==> config.mk <==
export PLATFORM = sky130hd
export DESIGN_NAME = wb_dffram_ctrl
export DESIGN_NICKNAME = d
export VERILOG_FILES = /design/src/rtl/wb_dffram_ctrl.sv
export SDC_FILE = /design/constraint.sdc
export NUM_CORES = 1
export LEC_CHECK = 0
export BUFFER_PORTS_ARGS = -buffer_cell sky130_fd_sc_hd__buf_4
export CAP_MARGIN = 20
export CORE_UTILIZATION = 30
export CTS_CLUSTER_DIAMETER = 200
export DETAILED_ROUTE_END_ITERATION = 8
export PLACE_DENSITY = 0.76
export SLEW_MARGIN = 40
export SYNTH_ARGS = -nofsm -noshare
export SYNTH_HDL_FRONTEND = slang
export SYNTH_SLANG_ARGS = --single-unit
==> constraint.sdc <==
create_clock -name CLK -period 2.1 [get_ports CLK]
set_input_delay 0 -clock CLK [delete_from_list [all_inputs] [get_ports CLK]]
set_output_delay 0 -clock CLK [all_outputs]
set_load 0.02 [all_outputs]
==> src/rtl/wb_dffram_ctrl.sv <==
// ---------------------------------------------------------------------------
// wb_dffram_ctrl
//
// Wishbone classic (B4, non-pipelined) slave in front of a single-port
// DFFRAM word memory. The controller takes one bus request at a time and
// issues exactly one RAM access for it. It returns ack in the cycle after
// the request is accepted, for reads and for writes. Read data comes from
// the RAM's registered Do.
//
// Optional feature: define WB_DFFRAM_RANGE_CHK_EN to enable the address
// range decode. A request whose upper address bits do not match BASE_ADDR
// is then accepted without a RAM access and terminated with wb_err_o.
// When the macro is not defined, the RAM aliases across the whole address
// space and wb_err_o stays 0.
//
// Parameters:
//   ADDR_W     RAM word-address width (depth = 2**ADDR_W 32-bit words)
//   BASE_ADDR  byte base address of the RAM window (range check only)
//
// Ports:
//   CLK        system clock, shared with the RAM
//   RST        asynchronous, active-high reset
//   wb_cyc_i   bus cycle valid
//   wb_stb_i   strobe
//   wb_we_i    1 = write, 0 = read
//   wb_sel_i   byte lane selects
//   wb_adr_i   byte address (bits [1:0] ignored)
//   wb_dat_i   write data
//   wb_dat_o   read data
//   wb_ack_o   request complete
//   wb_err_o   error termination
//   ram_en     RAM EN
//   ram_we     RAM byte write enables
//   ram_a      RAM word address
//   ram_di     RAM write data
//   ram_do     RAM registered read data
// ---------------------------------------------------------------------------
module wb_dffram_ctrl #(
    parameter int          ADDR_W    = 8,
    parameter logic [31:0] BASE_ADDR = 32'h0000_0000
) (
    input  logic              CLK,
    input  logic              RST,
    input  logic              wb_cyc_i,
    input  logic              wb_stb_i,
    input  logic              wb_we_i,
    input  logic [3:0]        wb_sel_i,
    input  logic [31:0]       wb_adr_i,
    input  logic [31:0]       wb_dat_i,
    output logic [31:0]       wb_dat_o,
    output logic              wb_ack_o,
    output logic              wb_err_o,
    output logic              ram_en,
    output logic [3:0]        ram_we,
    output logic [ADDR_W-1:0] ram_a,
    output logic [31:0]       ram_di,
    input  logic [31:0]       ram_do
);

    typedef enum logic {
        IDLE = 1'b0,
        RESP = 1'b1
    } state_t;

    state_t      state;
    logic        ack_q;
    logic        err_q;
    logic        resp_read;
    logic [31:0] rd_q;
    logic        req;
    logic        accept;
    logic        in_range;

    assign req = wb_cyc_i & wb_stb_i;

    // Range decode: only the bits above the word index take part in the
    // comparison. Without the feature, every address is in range, so the
    // RAM aliases across the whole address space.
`ifdef WB_DFFRAM_RANGE_CHK_EN
    assign in_range = (wb_adr_i[31:ADDR_W+2] == BASE_ADDR[31:ADDR_W+2]);

    logic unused_bits;
    assign unused_bits = ^{wb_adr_i[1:0], BASE_ADDR[ADDR_W+1:0]};
`else
    assign in_range = 1'b1;

    logic unused_bits;
    assign unused_bits = ^{wb_adr_i[31:ADDR_W+2], wb_adr_i[1:0], BASE_ADDR};
`endif

    // A request is accepted only in IDLE. The RAM control is combinational
    // from the bus so that the RAM samples it on the same edge that moves
    // the FSM to RESP. RST gates the control so the RAM sees nothing while
    // reset is held.
    assign accept = ~RST & req & (state == IDLE);
    assign ram_en = accept & in_range;
    assign ram_we = (ram_en & wb_we_i) ? wb_sel_i : 4'b0000;
    assign ram_a  = wb_adr_i[ADDR_W+1:2];
    assign ram_di = wb_dat_i;

    // Two-state handshake FSM. ack/err are registered and last exactly one
    // cycle (the RESP cycle). The read-data register loads the RAM output on
    // the RESP->IDLE edge, and only when the completed request was a read,
    // so that it holds the last read value across writes and errors.
    always_ff @(posedge CLK or posedge RST) begin
        if (RST) begin
            state     <= IDLE;
            ack_q     <= 1'b0;
            err_q     <= 1'b0;
            resp_read <= 1'b0;
            rd_q      <= 32'h0;
        end else begin
            case (state)
                IDLE: begin
                    if (req) begin
                        state     <= RESP;
                        ack_q     <= in_range;
                        err_q     <= ~in_range;
                        resp_read <= ~wb_we_i & in_range;
                    end
                end
                RESP: begin
                    state     <= IDLE;
                    ack_q     <= 1'b0;
                    err_q     <= 1'b0;
                    resp_read <= 1'b0;
                    if (resp_read) begin
                        rd_q <= ram_do;
                    end
                end
                default: begin
                    state <= IDLE;
                    ack_q <= 1'b0;
                    err_q <= 1'b0;
                end
            endcase
        end
    end

    // In the ack cycle of a read, the RAM output is passed straight through
    // so the data is valid together with ack. Otherwise the held copy is
    // driven.
    assign wb_dat_o = ((state == RESP) && resp_read) ? ram_do : rd_q;
    assign wb_ack_o = ack_q;
    assign wb_err_o = err_q;

endmodule

==> results of run 1 <==
-- critical path: stages (launching register included) --
cell	delay (ns)
dfrtp_1	0.42
nand2_2	0.09
buf_4	0.31
mux2_2	0.39
buf_4	0.16
-- metrics by stage --
stage | hold WS [ns] | power (mW)
floorplan | 0.105 | 1.71
global placement | 0.000137 | 2.00
detailed placement | 0.000137 | 2.03
CTS | 0.000137 | 2.64
global route | 0.0000294 | 2.75
finish | 0.00000885 | 2.60
-- cell usage after synthesis --
library cell  instances
inv_1                 1
nor2_1                1
and3_1                4
mux2_2                2
nand2_2               1
conb_1                1
dfrtp_1              35
buf_6                 3
a311oi_1              1
mux2_4               30
and3b_1               1
a21oi_1               2
and4bb_2              1
buf_4                41
-- layout make-up --
type	count	area [µm²]
well taps	72	90.1
clock inverters	1	7.51
multi-input cells	44	552
flip-flops and latches	35	876
fillers	510	3010
clock buffers	7	96.3
repair buffers	117	968
inverters	1	3.75
-- power breakdown --
group / internal (mW) / switching (mW) / total [mW]
combinational: 0.614 / 0.517 / 1.13
sequential: 0.877 / 0.0590 / 0.936
clock: 0.298 / 0.234 / 0.532
total: 1.79 / 0.810 / 2.60
-- what timing repair did --
| item | CTS | global route |
|---|---|---|
| buffers inserted | 0 | 0 |
| hold buffers | 36 | 0 |
| endpoints found under the hold margin | 44 | 0 |
-- kinds of logic (layout without fill, tap and decap cells) --
logic type	Yosys count	in the layout
flip-flops	35	35
AND/OR/NAND/NOR	8	8
multiplexers	32	32
buffers and inverters	45	126
other	1	1
AO/OA/AOI/OAI	3	3
-- sequential cells by signal, indices dropped and copies added (netlist names) --
name and flops:
resp_read 1, rd_q 32, state 1, wb_ack_o 1
-- path summary, 6_finish.rpt --
kind / startpoint / endpoint / slack, ns / depth (start not counted)
setup / recovery: state / wb_dat_o[14] / 0.45 / 4
hold / removal: wb_adr_i[5] / ram_a[3] / 0.000009 / 0
setup reg to reg: state / rd_q[14] / 0.78 / 3
hold reg to reg: rd_q[27] / rd_q[27] / 0.49 / 1
max in group asynchronous: RST / rd_q[15] / 1.13 / 4
min in group asynchronous: RST / resp_read / 0.29 / 3
-- per-layer routing --
layer | routed length (µm) | up-vias
met5 | 0 | -
met4 | 79 | 0
met3 | 346 | 16
met2 | 1790 | 76
met1 | 1450 | 532
li1 | - | 530
==> summary.txt, run 1 <==
Global route
  – Vias in the first global route: 1,232
  – Met1 Use GR: 14.0%
  – All-Layer GR Usage: 12.4%
  – Met2 usage: 20.6%
  – First-pass GRT wire length: 5820 µm
  – Met3 track demand over resource: 4.71%
  – Largest net degree at the start of global routing: 26
  – GRT busiest layer: met2
  – Initial antenna violation count: 0
  – Total gr overflow: 0

Place
  – I/O Buffers: 78
  – DP Area: 2130 µm²
  – Post-DP HPWL: 2450 µm
  – Placed Cells: 233
  – Place WS: 0.718 ns
  – GP Congestion: 0.626

Synth
  – Synth unique cells: 14
  – Yosys reg bits: 35
  – Synth area leaders: dfrtp_1 (49%), mux2_4 (25%), buf_4 (17%)
  – Synth Area in Compound Gates: 1.06%
  – Syn Std Cell Area: 1770 µm²
  – Area share of the largest cell type after synthesis: 49.4%
  – Gate Count Post-Synth: 124
  – Synthesized area per cell: 14.3 µm²
  – Syn Nets: 229
  – Ys Warns: 0
  – Sequential share of the synthesized area: 49.4%
  – Main combinational cell family by area after synthesis: multiplexers
  – Synth Area in XOR/XNOR: 0%
  – Cell taking the most area after synthesis: dfrtp_1
  – Mux contribution to synthesized area: 26.7%
  – Area share of fa/ha/maj cells after synthesis: 0%
  – Post-Synth Simple-Gate Area: 3.18%

Drt
  – Remaining DRCs: 0
  – DRT Wirelength: 3670 µm
  – Wire length per cell: 13.2 µm
  – Detailed Routing Iterations Pass 1: 2
  – Vias per Instance: 4.17
  – DR vias: 1,154
  – Initial DRC count: 14
  – Antenna violation net count after detailed routing: 0

Timing
  – Setup TNS: 0 ns
  – Unrepaired setup endpoints after global routing: no
  – Final Max Slew Viols: 0
  – Final worst-path cycle share: 78.7%
  – Clock Skew: 0.00421 ns
  – Final Hold Fails: 0
  – Achievable Freq: 0.605 GHz
  – Crit path time final: 1.65 ns
  – Worst setup margin: 0.447 ns
  – Setup violation total in the final timing report: 0

Power
  – Worst VDD drop: 0.405 mV
  – PD cells: 1000 nW/µm²
  – Pleak: 1.34 nW

Cells and area
  – Commonest cells after routing, fill and taps aside: buf_4 (81), dlygate4sd3_1 (36), dfrtp_1 (35)
  – Commonest non-fill, non-tap cell in the layout: buf_4
  – Synth-to-Final Area Change: 46.3%
  – Final non-filler cell area: 2590 µm²
  – Finished Layout Cells: 277
  – Inserted Diodes: 0
  – NumNets Final: 309
  – Layout Utilization: 46.3%
  – Ratio of cells with drive above 1 in the final layout: 60.0%

Setup path
  – Max FO, Critical Path: 18
  – CP Data Arrival Time: 1.65 ns
  – Critical path data required time: 2.10 ns
  – CP Class: reg2out
  – CP endpoint kind: output port
  – CP startpoint kind: register

CTS
  – Max Root-Sink Buffers: 2
  – Clk pin slew, worst setup/hold paths: 0.07 ns
  – Clk Latency, worst-skew pair: 0.28 ns
  – CTS tree: done
  – H-tree levels: 2
  – Clock tree sinks: 35
  – Clock Tree Root: clkbuf_8
  – Num CTS Buffers: 5
  – Post-CTS resize count: 0

Job
  – Maxcap violations: 0

Floorplanning
  – Starting Density: 31.6%
  – Die Width: 78.9 µm
  – Core ar.: 5610 µm²
  – Row count: 27
  – IO Pins: 184
  – Die area: 6220 µm²
  – Die Y: 78.9 µm

Min path
  – Hold Crit Class: in2out

Outcome
  – Status: finished, final reports clean
(Power assumes the default switching activity.)
==> inputs of run 2 (changes only) <==
ABC_AREA = 1   (was default)
PLACE_DENSITY = 0.78   (was 0.76)
clock period = 1.5 ns   (was 2.1 ns; I/O delays follow)
==> run 2 against run 1 <==
  * Final area up 1.0%
  * Clock-buffer cell count down 2
  * Area after synthesis up 2.0%
  * Synthesized cell count up 65%
  * Wire length up 15%
  * Largest power group unchanged
  * Utilization down 0.088 points
==> summary.txt, run 2 <==
Setup path
  – CP bufs+invs: 2 (unchanged)
  – CP endpoint kind: output port (unchanged)
  – Slowest stage delay, CP: 0.49 ns (was 0.42 ns)
  – Critical path data required time: 1.50 ns (was 2.10 ns)
  – Worst reg2reg path depth: 3 (unchanged)
  – Reg2Reg Setup Slack: 0.47 ns (was 0.78 ns)
  – CP max stage cell: dfrtp_2 (was dfrtp_1)
  – CP Class: reg2out (unchanged)
  – Most frequent cell on the critical path: buf_4 (unchanged)
  – Worst r2r src: state (unchanged)
  – Critical-path cell list: buf_4 > nor2_4 > nand3_4 > nor2_2 > buf_4 (was nand2_2 > buf_4 > mux2_2 > buf_4)
  – Max FO, Critical Path: 7 (was 18)
  – Kind of cell adding the most delay to the critical path: flip-flops (was buffers and inverters)
  – CP startpoint kind: register (unchanged)
  – R2R Path End: rd_q[9] (was rd_q[14])
  – CP Data Arrival Time: 1.41 ns (was 1.65 ns)

Place
  – I/O Buffers: 78 (unchanged)
  – GP Congestion: 0.645 (was 0.626)
  – Placed Cells: 307 (was 233)
  – DP Area: 2120 µm² (was 2130 µm²)
  – Post-DP HPWL: 2640 µm (was 2450 µm)

Global route
  – All-Layer GR Usage: 13.8% (was 12.4%)
  – Initial antenna violation count: 0 (unchanged)
  – Largest net degree at the start of global routing: 36 (was 26)
  – Total gr overflow: 0 (unchanged)
  – First-pass GRT wire length: 6600 µm (was 5820 µm)
  – Vias in the first global route: 1,487 (was 1,232)

Floorplanning
  – Die Y: 79.7 µm (was 78.9 µm)
  – Starting Density: 31.9% (was 31.6%)
  – IO Pins: 184 (unchanged)
  – Die area: 6350 µm² (was 6220 µm²)
  – Core ar.: 5680 µm² (was 5610 µm²)
  – Die Width: 79.7 µm (was 78.9 µm)
  – Row count: 27 (unchanged)

Min path
  – Hold Crit Class: in2out (unchanged)
  – Hold Path End: ram_di[4] (was ram_a[3])
  – Hold Path Origin: wb_dat_i[4] (was wb_adr_i[5])
  – Hold Crit Depth: 0 (unchanged)

Cells and area
  – Ratio of cells with drive above 1 in the final layout: 36.6% (was 60.0%)
  – Commonest cells after routing, fill and taps aside: buf_4 (85), nand2_1 (67), dlygate4sd3_1 (34), dfrtp_1 (34), nand3_1 (32) (was buf_4 (81), dlygate4sd3_1 (36), dfrtp_1 (35))
  – # fillers: 531 (was 510)
  – Top reg by flops: rd_q (unchanged)
  – Max reg flops: 32 (unchanged)
  – Finished Layout Cells: 351 (was 277)
  – Commonest non-fill, non-tap cell in the layout: buf_4 (unchanged)
  – NumNets Final: 383 (was 309)
  – Synth-to-Final Area Change: 44.8% (was 46.3%)
  – Inserted Diodes: 0 (unchanged)
  – Final non-filler cell area: 2620 µm² (was 2590 µm²)

Timing
  – Clock Skew: 0.0101 ns (was 0.00421 ns)
  – Setup TNS: 0 ns (unchanged)
  – Final Hold Fails: 0 (unchanged)
  – Setup violation total in the final timing report: 0 (unchanged)
  – Achievable Freq: 0.708 GHz
  – Final worst-path cycle share: 94.2%
  – Final Max Slew Viols: 0 (unchanged)
  – Unrepaired setup endpoints after global routing: no (unchanged)
  – Crit path time final: 1.41 ns

Drt
  – Detailed Routing Iterations Pass 1: 4 (was 2)
  – Wire length per cell: 12.0 µm (was 13.2 µm)
  – Remaining DRCs: 0 (unchanged)
  – Initial DRC count: 34 (was 14)
  – Vias per Instance: 4.30 (was 4.17)
  – DRT Wirelength: 4230 µm (was 3670 µm)
  – Antenna violation net count after detailed routing: 0 (unchanged)
  – DR vias: 1,511 (was 1,154)

Synth
  – Gate Count Post-Synth: 204 (was 124)
  – Post-synth EDFFs: 0 (unchanged)
  – Fraction of registers with async set or reset after synthesis: 100% (unchanged)
  – Area share of the largest cell type after synthesis: 48.4% (was 49.4%)
  – Synth area leaders: dfrtp_1 (48%), buf_4 (19%), nand2_1 (14%) (was dfrtp_1 (49%), mux2_4 (25%), buf_4 (17%))
  – Most numerous cell in the Yosys netlist: nand2_1 (was buf_4)
  – Cell taking the most area after synthesis: dfrtp_1 (unchanged)
  – Syn Std Cell Area: 1810 µm² (was 1770 µm²)
  – Synthesized area per cell: 8.87 µm² (was 14.3 µm²)
  – Post-synth top cells: nand2_1 (67), buf_4 (45), dfrtp_1 (35) (was buf_4 (41), dfrtp_1 (35), mux2_4 (30))
  – Primary FF master, synth: dfrtp_1 (unchanged)
  – Synth unique cells: 15 (was 14)
  – Syn Nets: 309 (was 229)
  – Yosys reg bits: 35 (unchanged)
  – Ys Warns: 0 (unchanged)
  – Sequential share of the synthesized area: 48.4% (was 49.4%)

Outcome
  – Status: finished, final reports clean (unchanged)

CTS
  – Clock Tree Root: clkbuf_8 (unchanged)
  – Num CTS Buffers: 5 (unchanged)
  – H-tree levels: 2 (unchanged)
  – Clk Latency, worst-skew pair: 0.28 ns (about the same)
  – Clk pin slew, worst setup/hold paths: 0.07 ns (about the same)
  – Clock tree sinks: 35 (unchanged)
  – CTS tree: done (unchanged)
  – Max Root-Sink Buffers: 2 (unchanged)

Power
  – Worst VDD drop: 0.583 mV (was 0.405 mV)
  – PD cells: 1470 nW/µm² (was 1000 nW/µm²)
  – Pleak: 1.38 nW (was 1.34 nW)

Job
  – Maxcap violations: 0 (unchanged)
## run 2: cell types whose count changed in the layout (fill, tap and decap cells not counted), moves of 2 or more
cell           previous run  this run
and3_1                    4         0
buf_4                    81        85
bufinv_16                 0         2
clkbuf_8                  7         5
dlygate4sd3_1            36        34
inv_1                     1         7
mux2_2                    2         0
mux2_4                   30         0
nand2_1                   0        67
nand3_1                   0        32
nor2_2                    0         4
## run 2: layout make-up
| type | count | area, µm² | area share [%] |
|---|---|---|---|
| clock buffer | 5 | 68.8 | 2.63 |
| clock inverter | 3 | 67.6 | 2.58 |
| inverter | 7 | 26.3 | 1.00 |
| multi-input combinational | 110 | 512 | 19.5 |
| sequential | 35 | 877 | 33.5 |
| tap | 72 | 90.1 | 3.44 |
| timing repair buffer | 119 | 978 | 37.3 |
## run 2: power breakdown
part | internal (mW) | switching (mW)
Combinational | 0.649 | 0.875
Clock | 0.663 | 0.326
Sequential | 1.25 | 0.0880
## run 2: worst max-delay path by stage
stage,from,endpoint,slack [ns],cells past startpoint
6_report,state,ram_we[0],0.09,5
5_1_grt,state,wb_dat_o[19],0.003,4
4_1_cts,state,wb_dat_o[0],0.03,4
3_5_place_dp,state,wb_dat_o[2],0.22,4
3_3_place_gp,state,wb_dat_o[14],0.25,4
2_1_floorplan,RST,ram_we[0],0.28,3
## run 2: what timing repair did
action / in CTS / in global routing
hold endpoints to repair: 68 / 0
buffers inserted: 0 / 2
hold buffers: 34 / 0
setup endpoints to repair: 32 / 32
gates resized for setup: 1 / 1
pin swaps: 0 / 1
## run 2: routing by layer
metal | wire length, µm | track usage [%] | vias to the layer above
met5 | 0 | 0 | -
met4 | 107 | 5.64 | 0
met3 | 323 | 4.69 | 21
met2 | 2210 | 25.8 | 73
met1 | 1580 | 13.8 | 674
li1 | - | - | 743
## run 2: logic make-up after synthesis
kind of cell	synth area share, %
AO/OA/AOI/OAI	0.276
buffers and inverters	23.8
flip-flops	48.4
other	0.207
AND/OR/NAND/NOR	27.3
## run 2: metrics by stage
step	util, %	hold WS, ns	total power, mW	setup slack, ns
2_1_floorplan	-	0.0510	2.30	0.279
3_3_place_gp	37.3	0.000137	2.76	0.251
3_5_place_dp	37.3	0.000137	2.79	0.225
4_1_cts	45.7	0.000137	3.88	0.0322
5_1_grt	46.2	0.0000293	4.08	0.00309
6_report	46.2	0.00000734	3.85	0.0876
